$ cat config.mk
export PLATFORM = sky130hd
export DESIGN_NAME = clk_freq_monitor
export DESIGN_NICKNAME = d
export VERILOG_FILES = /design/src/rtl/clk_freq_monitor.sv
export SDC_FILE = /design/constraint.sdc
export NUM_CORES = 1
export LEC_CHECK = 0
export BUFFER_PORTS_ARGS = -buffer_cell sky130_fd_sc_hd__buf_2
export CAP_MARGIN = 0
export CORE_MARGIN = 3
export CORE_UTILIZATION = 50
export DETAILED_ROUTE_END_ITERATION = 7
export PLACE_DENSITY_LB_ADDON = 0.12
export SYNTH_ARGS = -nofsm -noshare
export SYNTH_HDL_FRONTEND = slang
export SYNTH_SLANG_ARGS = --single-unit
export TNS_END_PERCENT = 10
$ cat constraint.sdc
create_clock -name clock -period 5.1 [get_ports clock]
set_input_delay 1.02 -clock clock [delete_from_list [all_inputs] [get_ports clock]]
set_output_delay 1.02 -clock clock [all_outputs]
set_load 0.005 [all_outputs]
$ cat src/rtl/clk_freq_monitor.sv
// Multi-channel clock frequency monitor: counts mon_in edges over a window of
// reference cycles and range-checks each count. Optional irq via CLK_MON_IRQ_EN.
module clk_freq_monitor #(
   parameter int NUM_CH = 4,
   parameter int CNT_W  = 16,
   parameter int WIN_W  = 16
) (
   input  logic                    clock,
   input  logic                    resetb,
   input  logic                    start,
   input  logic                    abort,
   input  logic [WIN_W-1:0]        window_len,
   input  logic [NUM_CH-1:0]       mon_in,
   input  logic [NUM_CH*CNT_W-1:0] thresh_lo,
   input  logic [NUM_CH*CNT_W-1:0] thresh_hi,
`ifdef CLK_MON_IRQ_EN
   input  logic                    irq_clr,
   output logic                    irq,
`endif
   output logic                    busy,
   output logic                    done,
   output logic [NUM_CH*CNT_W-1:0] count,
   output logic [NUM_CH-1:0]       in_range,
   output logic [NUM_CH-1:0]       overflow
);

   typedef enum logic [1:0] {
      S_IDLE,
      S_ARM,
      S_COUNT,
      S_DONE
   } state_e;

   state_e state_q, state_d;

   logic [NUM_CH-1:0] s1_q, s2_q, s3_q;
   logic [NUM_CH-1:0] rise;

   logic [WIN_W-1:0] win_q, win_d;
   logic [WIN_W-1:0] wcnt_q, wcnt_d;

   logic [NUM_CH-1:0][CNT_W-1:0] cnt_q, cnt_d;
   logic [NUM_CH-1:0]            ovf_q, ovf_d;

   logic [NUM_CH-1:0][CNT_W-1:0] res_cnt_q, res_cnt_d;
   logic [NUM_CH-1:0]            res_ovf_q, res_ovf_d;
   logic [NUM_CH-1:0]            res_rng_q, res_rng_d;

   logic fin;

   // mon_in is asynchronous; two flops for metastability, third for edge detect
   always_ff @(posedge clock or negedge resetb) begin
      if (!resetb) begin
         s1_q <= '0;
         s2_q <= '0;
         s3_q <= '0;
      end else begin
         s1_q <= mon_in;
         s2_q <= s1_q;
         s3_q <= s2_q;
      end
   end

   assign rise = s2_q & ~s3_q;

   always_ff @(posedge clock or negedge resetb) begin
      if (!resetb) begin
         state_q   <= S_IDLE;
         win_q     <= '0;
         wcnt_q    <= '0;
         cnt_q     <= '0;
         ovf_q     <= '0;
         res_cnt_q <= '0;
         res_ovf_q <= '0;
         res_rng_q <= '0;
      end else begin
         state_q   <= state_d;
         win_q     <= win_d;
         wcnt_q    <= wcnt_d;
         cnt_q     <= cnt_d;
         ovf_q     <= ovf_d;
         res_cnt_q <= res_cnt_d;
         res_ovf_q <= res_ovf_d;
         res_rng_q <= res_rng_d;
      end
   end

   always_comb begin
      state_d   = state_q;
      win_d     = win_q;
      wcnt_d    = wcnt_q;
      cnt_d     = cnt_q;
      ovf_d     = ovf_q;
      res_cnt_d = res_cnt_q;
      res_ovf_d = res_ovf_q;
      res_rng_d = res_rng_q;
      fin       = 1'b0;

      unique case (state_q)
         S_IDLE: begin
            if (start && !abort) begin
               state_d = S_ARM;
               win_d   = (window_len == '0) ? WIN_W'(1) : window_len;
            end
         end
         S_ARM: begin
            if (abort) begin
               state_d = S_IDLE;
            end else begin
               cnt_d   = '0;
               ovf_d   = '0;
               wcnt_d  = '0;
               state_d = S_COUNT;
            end
         end
         S_COUNT: begin
            if (abort) begin
               state_d = S_IDLE;
            end else begin
               wcnt_d = wcnt_q + WIN_W'(1);
               for (int i = 0; i < NUM_CH; i++) begin
                  if (rise[i]) begin
                     if (&cnt_q[i]) ovf_d[i] = 1'b1;
                     else           cnt_d[i] = cnt_q[i] + CNT_W'(1);
                  end
               end
               if (wcnt_q == win_q - WIN_W'(1)) begin
                  state_d = S_DONE;
                  fin     = 1'b1;
               end
            end
         end
         S_DONE: begin
            state_d = S_IDLE;
         end
         default: begin
            state_d = S_IDLE;
         end
      endcase

      // Results include the edge seen in the final COUNT cycle
      if (fin) begin
         for (int i = 0; i < NUM_CH; i++) begin
            res_cnt_d[i] = cnt_d[i];
            res_ovf_d[i] = ovf_d[i];
            res_rng_d[i] = !ovf_d[i]
                        && (cnt_d[i] >= thresh_lo[i*CNT_W +: CNT_W])
                        && (cnt_d[i] <= thresh_hi[i*CNT_W +: CNT_W]);
         end
      end
   end

`ifdef CLK_MON_IRQ_EN
   logic irq_q, irq_d;

   always_comb begin
      irq_d = irq_q;
      if (irq_clr) irq_d = 1'b0;
      if (fin && !(&res_rng_d)) irq_d = 1'b1;
   end

   always_ff @(posedge clock or negedge resetb) begin
      if (!resetb) irq_q <= 1'b0;
      else         irq_q <= irq_d;
   end

   assign irq = irq_q;
`endif

   assign busy     = (state_q == S_ARM) || (state_q == S_COUNT);
   assign done     = (state_q == S_DONE);
   assign count    = res_cnt_q;
   assign in_range = res_rng_q;
   assign overflow = res_ovf_q;

endmodule
After elaboration in Yosys (flattened, before gate mapping):

Index checks and enable logic that the tools add are counted.

* logic and storage cells: 100
* register bits: 186
* output and inout port bits: 74

* muxes and demuxes: 34
* magnitude comparators: 8
* equal/unequal tests: 8
* bitwise logic cells: 2
* add/subtract/negate cells: 6
* reductions and logical operators: 25

Operators by type and width (count)
* $mux 16: 11
* $mux 64: 2
* $pmux 64 s2: 1
* $add 16x1->16 const B: 5
* $ge 16x16->1: 4
* $le 16x16->1: 4
* $reduce_and 16->1: 4
* $pmux 16 s2: 1
* $eq 16x16->1: 1
* $logic_not 16->1: 1
* $sub 16x1->16 const B: 1
* $mux 1: 11
* $logic_and 1x1->1: 9
* $mux 2: 4
* $mux 4: 2
* $pmux 2 s4: 1
* $pmux 4 s2: 1
* $ne 2x2->1 const B: 3
* $logic_not 1->1: 5
* $and 4x4->4: 1
* $eq 2x2->1 const B: 2
* $not 4->4: 1
* $reduce_and 2->1: 2
* $ne 3x3->1 const B: 1
* 5 further kinds: 5

Longest topological paths before layout:

Gate-level depths: netlist (run 1).

* depth after elaboration: 8
* mapped depth: 18

Worst setup path after synthesis (run 1):

No wires, ideal clock.

* path type: input port to flip-flop
* from: in abort
* to: reg res_rng_q[3] (netlist: in_range[3])
* arrival time: 4112 ps
* required time: 5036 ps
* setup time: 64 ps
* slack: 924 ps
* stages: 14
* cells stage by stage: or3b_2 a21oi_1 and3_1 clkbuf_1 a31oi_1 o21a_1 ha_1 nand4_1 or4_1 o211ai_1 a31oi_1 nor3_1 and3_1 mux2_4

RTL lines
* from (decl): line 11 `input logic abort,`
* to (signal assigned): line 84 `res_rng_q <= res_rng_d;`
* to (decl): line 47 `logic [NUM_CH-1:0] res_rng_q, res_rng_d;`

==> impl_metrics.ini, run 1 <==
[status]
status = completed

[floorplan]
coreArea_um2 = 23800
initial_core_util = 0.517
pin_count = 226
die_x_um = 163
die-height_um = 163
dieArea_um2 = 26500
std_cell_rows = 56

[placement]
dp_hpwl_um = 23300
io_buffers = 225
dp_slack_ns = 0.351
place_congestion = 0.878

[logic_synthesis]
ys_ff_latch = 186
synth-simple-area-share = 0.143
yosysTopAreaCellShare = 0.378
synth_top_family_by_area = compound AO/OA/AOI/OAI gates
synth_compound_area_frac = 0.166
synthXorXnorAreaFrac = 0.0128
synthArstFlopShare = 1.00
synth_area_leaders = dfrtp_1 38%, ha_1 14%, mux2_2 5.2%
synth.distinct_cells = 78
synthesis.nets = 1563
yosysTopAreaCell = dfrtp_1
post_synth_fa_ha_maj_area_fraction = 0.141
ys.flop_type = dfrtp_1
synthMuxAreaShare = 0.0944
syn-mean-instance-area_um2 = 9.68
syn-cell-area_um2 = 12300
ys_warn_count = 0
synth_enable_flop_cells = 0
ys_seq_area_frac = 0.378
synth_cells = 1272

[setup_path]
crit_arrival_ns = 4.64
critPathMaxFanout = 12
critPathKind = in2reg
worstPathRequired_ns = 5.41
worstSetupStartpointType = input pin
cp-end-kind = flop

[clock_tree]
cts-resized-gates = 0
cts_tree = yes
cts-root-buf = clkbuf_16
cts_setup_buffers = 0
numCtsBuffers = 17
h-tree-depth = 4
clkLatencyLatePin_ns = 0.43
numClockSinks = 186
cts_buffer_depth = 2
cts_hold_buf = 0
clkTransAtPathRegs_ns = 0.07

[detailed_routing]
wirelength_um = 31000
wl_per_cell_um = 16.9
drc = 0
dr.pass1.iters = 5
num_vias = 10400
first_iter_violations = 738
via_per_inst = 5.67
final_antenna_net_count = 0

[timing]
post-route-period-util = 0.850
setup_viol = 0
clock_skew_ns = 0.00995
period_needed_ns = 4.33
rsz0062_at_grt = no
fmax_mhz = 231
timing.final.ws_setup_ns = 0.767
relSlewSlack = 0.367
hold_viol = 0
slew_violations = 0
setup_tns_ns = 0
worstMarginPinSlew_ns = 0.950

[layout]
drive_above_1_share = 0.249
layout.nets = 1793
areaGrowthSynthToFinish_pct = 17.1
post-route-util = 0.605

[grt]
grt_overflow = 0
grt_pass1_wl_um = 50200
grt_usage = 0.232
grt_max_degree = 118
grt_pass1_vias = 10100
grt_antenna_before_repair = 3

[pwr]
p_per_area_nw_per_um2 = 277
p_leak_uw = 0.00777
ir_drop_uv = 204

[hold_path]
hold_path_class = reg2reg

[run]
cap_violations = 0
## logic make-up (layout without fill, tap and decap cells)
kind of cell,after synthesis,after routing
mux,98,98
simple gates,329,329
flops,186,186
other cells,0,1
xor+xnor,18,18
buf+inv,191,434
fa+ha+maj,139,139
compound gates,311,311
## worst max-delay path: stages
cell and delay [ns]:
buf_2 0.19, nor3b_1 0.41, nand4_1 0.25, a211oi_1 0.55
nand2_1 0.19, o21ai_0 0.45, ha_1 0.35, a21o_1 0.18
a211oi_1 0.22, o211ai_1 0.11, a221oi_1 0.33, nor4_1 0.10
mux2_2 0.27
## worst paths after layout
check | from | endpoint | slack (ns) | depth (start not counted)
worst max-delay path | abort | in_range[0] | 0.77 | 13
worst min-delay path | s1_q[0] | s2_q[0] | 0.35 | 0
worst max register to register | state_q[1] | in_range[1] | 0.80 | 13
worst min register to register | s1_q[0] | s2_q[0] | 0.35 | 0
max in group asynchronous | resetb | count[51] | 3.43 | 2
min in group asynchronous | resetb | count[39] | 0.71 | 1
## flip-flops by register name (all words and copies together), names as in the netlist
register / cells
cnt_q: 64
count: 64
wcnt_q: 16
win_q: 16
in_range: 4
overflow: 4
ovf_q: 4
s1_q: 4
s2_q: 4
s3_q: 4
state_q: 2
## per-layer routing
| metal | GRT usage | vias up | wire, um |
|---|---|---|---|
| met5 | 0 | - | 45 |
| met4 | 0.0523 | 6 | 380 |
| met3 | 0.0425 | 33 | 1650 |
| met2 | 0.382 | 280 | 14600 |
| met1 | 0.321 | 4964 | 14300 |
| li1 | - | 5117 | - |
## per-stage QoR
stage | instance area (um2) | total power, uW | hold WS [ns] | instances
3_3_place_gp | 13800 | 2660 | 0.334 | 1802
6_report | 14400 | 3990 | 0.349 | 1835
4_1_cts | 14400 | 4020 | 0.350 | 1834
5_1_grt | 14400 | 4210 | 0.354 | 1834
2_1_floorplan | 12300 | 2330 | 0.331 | 1272
3_5_place_dp | 13800 | 2690 | 0.335 | 1802
## where the power goes
part	internal, uW	switching, uW
clock network	704	621
registers	1560	149
logic	373	583
total	2630	1350
## cells in the mapped netlist (5+ instances only)
cell and count:
buf_6 8, mux2_4 20, o21a_1 18, o21ai_0 82
nand2b_1 8, or3_1 5, nand3_1 43, a21o_1 25
a21oi_1 61, a41oi_1 7, a2111oi_0 6, and4_1 11
mux2i_1 13, a22o_1 7, xnor2_1 7, o41ai_1 8
a31oi_1 21, xor2_1 11, mux2_1 8, a211oi_1 9
o31ai_1 10, mux2_2 57, and3_1 17, dfrtp_1 186
nor2_1 42, nand4_1 35, nand2_1 81, nor2b_1 13
inv_1 152, o211ai_1 14, and2_1 10, nor3b_1 5
or4_1 5, clkbuf_1 27, ha_1 139, nor3_1 18
nor4_1 21
## layout by cell type, fill, tap and decap left out, drive strengths merged, types with 17 or more instances in the layout
cell	synthesis	final
ha	139	139
o21ai	84	84
nor4	21	21
and3	17	17
inv	152	159
nand2	82	82
nor3	20	20
nand3	43	43
a21o	25	25
mux2	85	85
dfrtp	186	186
a21oi	61	61
a31oi	21	21
nand4	35	35
nor2	42	42
o21a	18	18
clkbuf	27	21
buf	12	249
## layout make-up
type,instances,area (um2)
fillers,2046,9400
multi-input cells,895,6880
flip-flops and latches,186,4650
repair buffers,250,1340
inverters,152,571
clock buffers,20,447
well taps,319,399
clock inverters,12,129
diodes,1,2.50
Power figures use the tool's default switching activity.
==> run 2: changes to the inputs <==
- ABC_AREA: not set -> 1
- clock period: 5.1 -> 3.77 ns (I/O delays scaled with it)
==> run 2 against run 1 <==
Non-clock buffer count increased by 5. Register-to-register slack worse by 0.46 ns. Sequential power increased by 32%. Total power up 42%. Sequential share of layout area decreased by 2.0 points. Die area up 6.1%. Hold slack lost 0.00078 ns. Critical path type is now reg2reg. Critical endpoint is now in_range[1]. Largest power group unchanged.
==> impl_metrics.ini, run 2 <==
[status]
status = completed

[floorplan]
die_x_um = 168
dieArea_um2 = 28200
initial_core_util = 0.514
std_cell_rows = 58
pin_count = 226
coreArea_um2 = 25500
die-height_um = 168

[grt]
grt_max_degree = 85
grt_pass1_wl_um = 58900
grt_usage = 0.253
grt_antenna_before_repair = 1
grt_overflow = 0
grt_pass1_vias = 12200

[setup_path]
critPathKind = reg2reg
worstReg2RegStart = state_q[0]
slowest_stage = dfrtp_1
worstPathRequired_ns = 4.13
cp-end-kind = flop
cpLargestDelayFamily = compound AO/OA/AOI/OAI gates
critPathMaxFanout = 12
cp_cell_sequence = inv_1, ha_1, inv_1, a21oi_4, inv_1, buf_4, nand2_1, a22oi_1, ha_1, a21oi_1, o21ai_0, a21oi_1, a21oi_1, nor2_1, nand4_1, nand2_1
cpPeakStageDelay_ns = 0.41
worstSetupStartpointType = flop
crit_arrival_ns = 3.78
cp_num_buf_inv = 4
crit_start = state_q[0]

[timing]
timing.final.ws_setup_ns = 0.344
setup_viol = 0
setup_tns_ns = 0
relSlewSlack = 0.382
rsz0062_at_grt = no
worstMarginPinSlew_ns = 0.926
slew_violations = 0
post-route-period-util = 0.909
hold_viol = 0
fmax_mhz = 292
clock_skew_ns = 0.0198
period_needed_ns = 3.43

[logic_synthesis]
yosysTopAreaCell = dfrtp_1
ys.flop_type = dfrtp_1
synthTopCellsByCount = 599 x nand2_1, 291 x inv_1, 186 x dfrtp_1
syn-mean-instance-area_um2 = 7.09
synth_area_leaders = dfrtp_1 36%, nand2_1 17%, ha_1 13%
ys_seq_area_frac = 0.356
synth_cells = 1845
ys_warn_count = 0
yosysTopAreaCellShare = 0.356
syn-cell-area_um2 = 13100
ys_ff_latch = 186
synthArstFlopShare = 1.00
yosysMostFrequentCell = nand2_1
synth_enable_flop_cells = 0
synth.distinct_cells = 45
synthesis.nets = 2136

[clock_tree]
cts_tree = yes
cts-root-buf = clkbuf_16
numCtsBuffers = 17
cts-resized-gates = 0
clkTransAtPathRegs_ns = 0.07
numClockSinks = 186
cts_setup_buffers = 0
h-tree-depth = 4
cts_hold_buf = 0
clkLatencyLatePin_ns = 0.43
cts_buffer_depth = 2

[placement]
place_congestion = 0.910
io_buffers = 225
dp_slack_ns = 0.0456
post_dp_cell_area_um2 = 14700
dp_hpwl_um = 26900

[detailed_routing]
num_vias = 12400
via_per_inst = 5.08
final_antenna_net_count = 0
wl_per_cell_um = 14.5
wirelength_um = 35300
dr.pass1.iters = 5
first_iter_violations = 899
drc = 0

[pwr]
p_per_area_nw_per_um2 = 370
ir_drop_uv = 285
p_leak_uw = 0.00894

[hold_path]
hold_path_class = reg2reg
hold_start = s1_q[0]

[layout]
layout.nets = 2379
post-route-util = 0.603
fillers = 2373
final_common_cell = nand2_1
finish.instance_area_um2 = 15400
drive_above_1_share = 0.159
areaGrowthSynthToFinish_pct = 17.3
final_cell_mix = 596 x nand2_1, 291 x inv_1, 224 x buf_2, 186 x dfrtp_1, 139 x ha_1

[run]
cap_violations = 0
-- run 2: cell count changes in the layout (fill, tap and decap cells not counted), sizes merged, moves of 13 or more --
cell   delta
a31oi    -21
nor2b    -13
inv     +145
nand3    +85
nor4     -14
mux2     -79
nand2   +521
and3     -17
nor2     +99
a21oi    +20
a21o     -23
-- run 2: worst paths after layout --
kind | to | slack (ns) | depth (start not counted)
min reg2reg | s2_q[0] | 0.35 | 0
min in group asynchronous | count[23] | 0.36 | 1
min | s2_q[0] | 0.35 | 0
max | in_range[1] | 0.34 | 16
max reg2reg | in_range[1] | 0.34 | 16
max in group asynchronous | cnt_q[33] | 2.56 | 2
-- run 2: cell families after synthesis --
kind of cell / count (synthesis) / share of synthesized area
and+or+nand+nor: 947 / 0.304
buffers and inverters: 333 / 0.0987
AOI/OAI and AO/OA: 217 / 0.0927
DFF: 186 / 0.356
adders and majority gates: 139 / 0.133
xor gates and xnor gates: 16 / 0.0107
muxes: 7 / 0.00593
-- run 2: worst register-to-register path, delay by kind of cell, from the launching register on --
family,cells,cell delay (ns)
AOI/OAI and AO/OA,6,0.96
buffers and inverters,4,0.93
adders and majority gates,2,0.65
DFF,1,0.41
and+or+nand+nor,4,0.39
-- run 2: area by class of cell --
class | instances | area [um2] | share of cell area
flip-flops and latches | 186 | 4650 | 0.303
repair buffers | 255 | 1390 | 0.0902
clock inverters | 12 | 164 | 0.0107
diodes | 2 | 5.00 | 0.000326
clock buffers | 19 | 433 | 0.0282
inverters | 302 | 1130 | 0.0738
multi-input cells | 1326 | 7170 | 0.467
well taps | 330 | 413 | 0.0269
-- run 2: power by group --
part	internal, uW	total [uW]	switching [uW]
clock network	1050	1880	824
logic	541	1540	999
registers	2110	2260	151
total	3700	5680	1970
-- run 2: through the flow --
| step | hold slack, ns | cells | total power (uW) |
|---|---|---|---|
| global route | 0.357 | 2431 | 6000 |
| detailed placement | 0.339 | 2399 | 3820 |
| floorplan | 0.331 | 1845 | 3250 |
| finish | 0.349 | 2432 | 5680 |
| CTS | 0.353 | 2430 | 5700 |
| global placement | 0.333 | 2399 | 3800 |
-- run 2: routing by layer --
| metal | up-vias | global-route usage | wire (um) |
|---|---|---|---|
| met4 | 0 | 0.0672 | 635 |
| li1 | 6389 | - | - |
| met2 | 333 | 0.409 | 16200 |
| met5 | - | 0 | 0 |
| met1 | 5600 | 0.356 | 16500 |
| met3 | 41 | 0.0383 | 1910 |
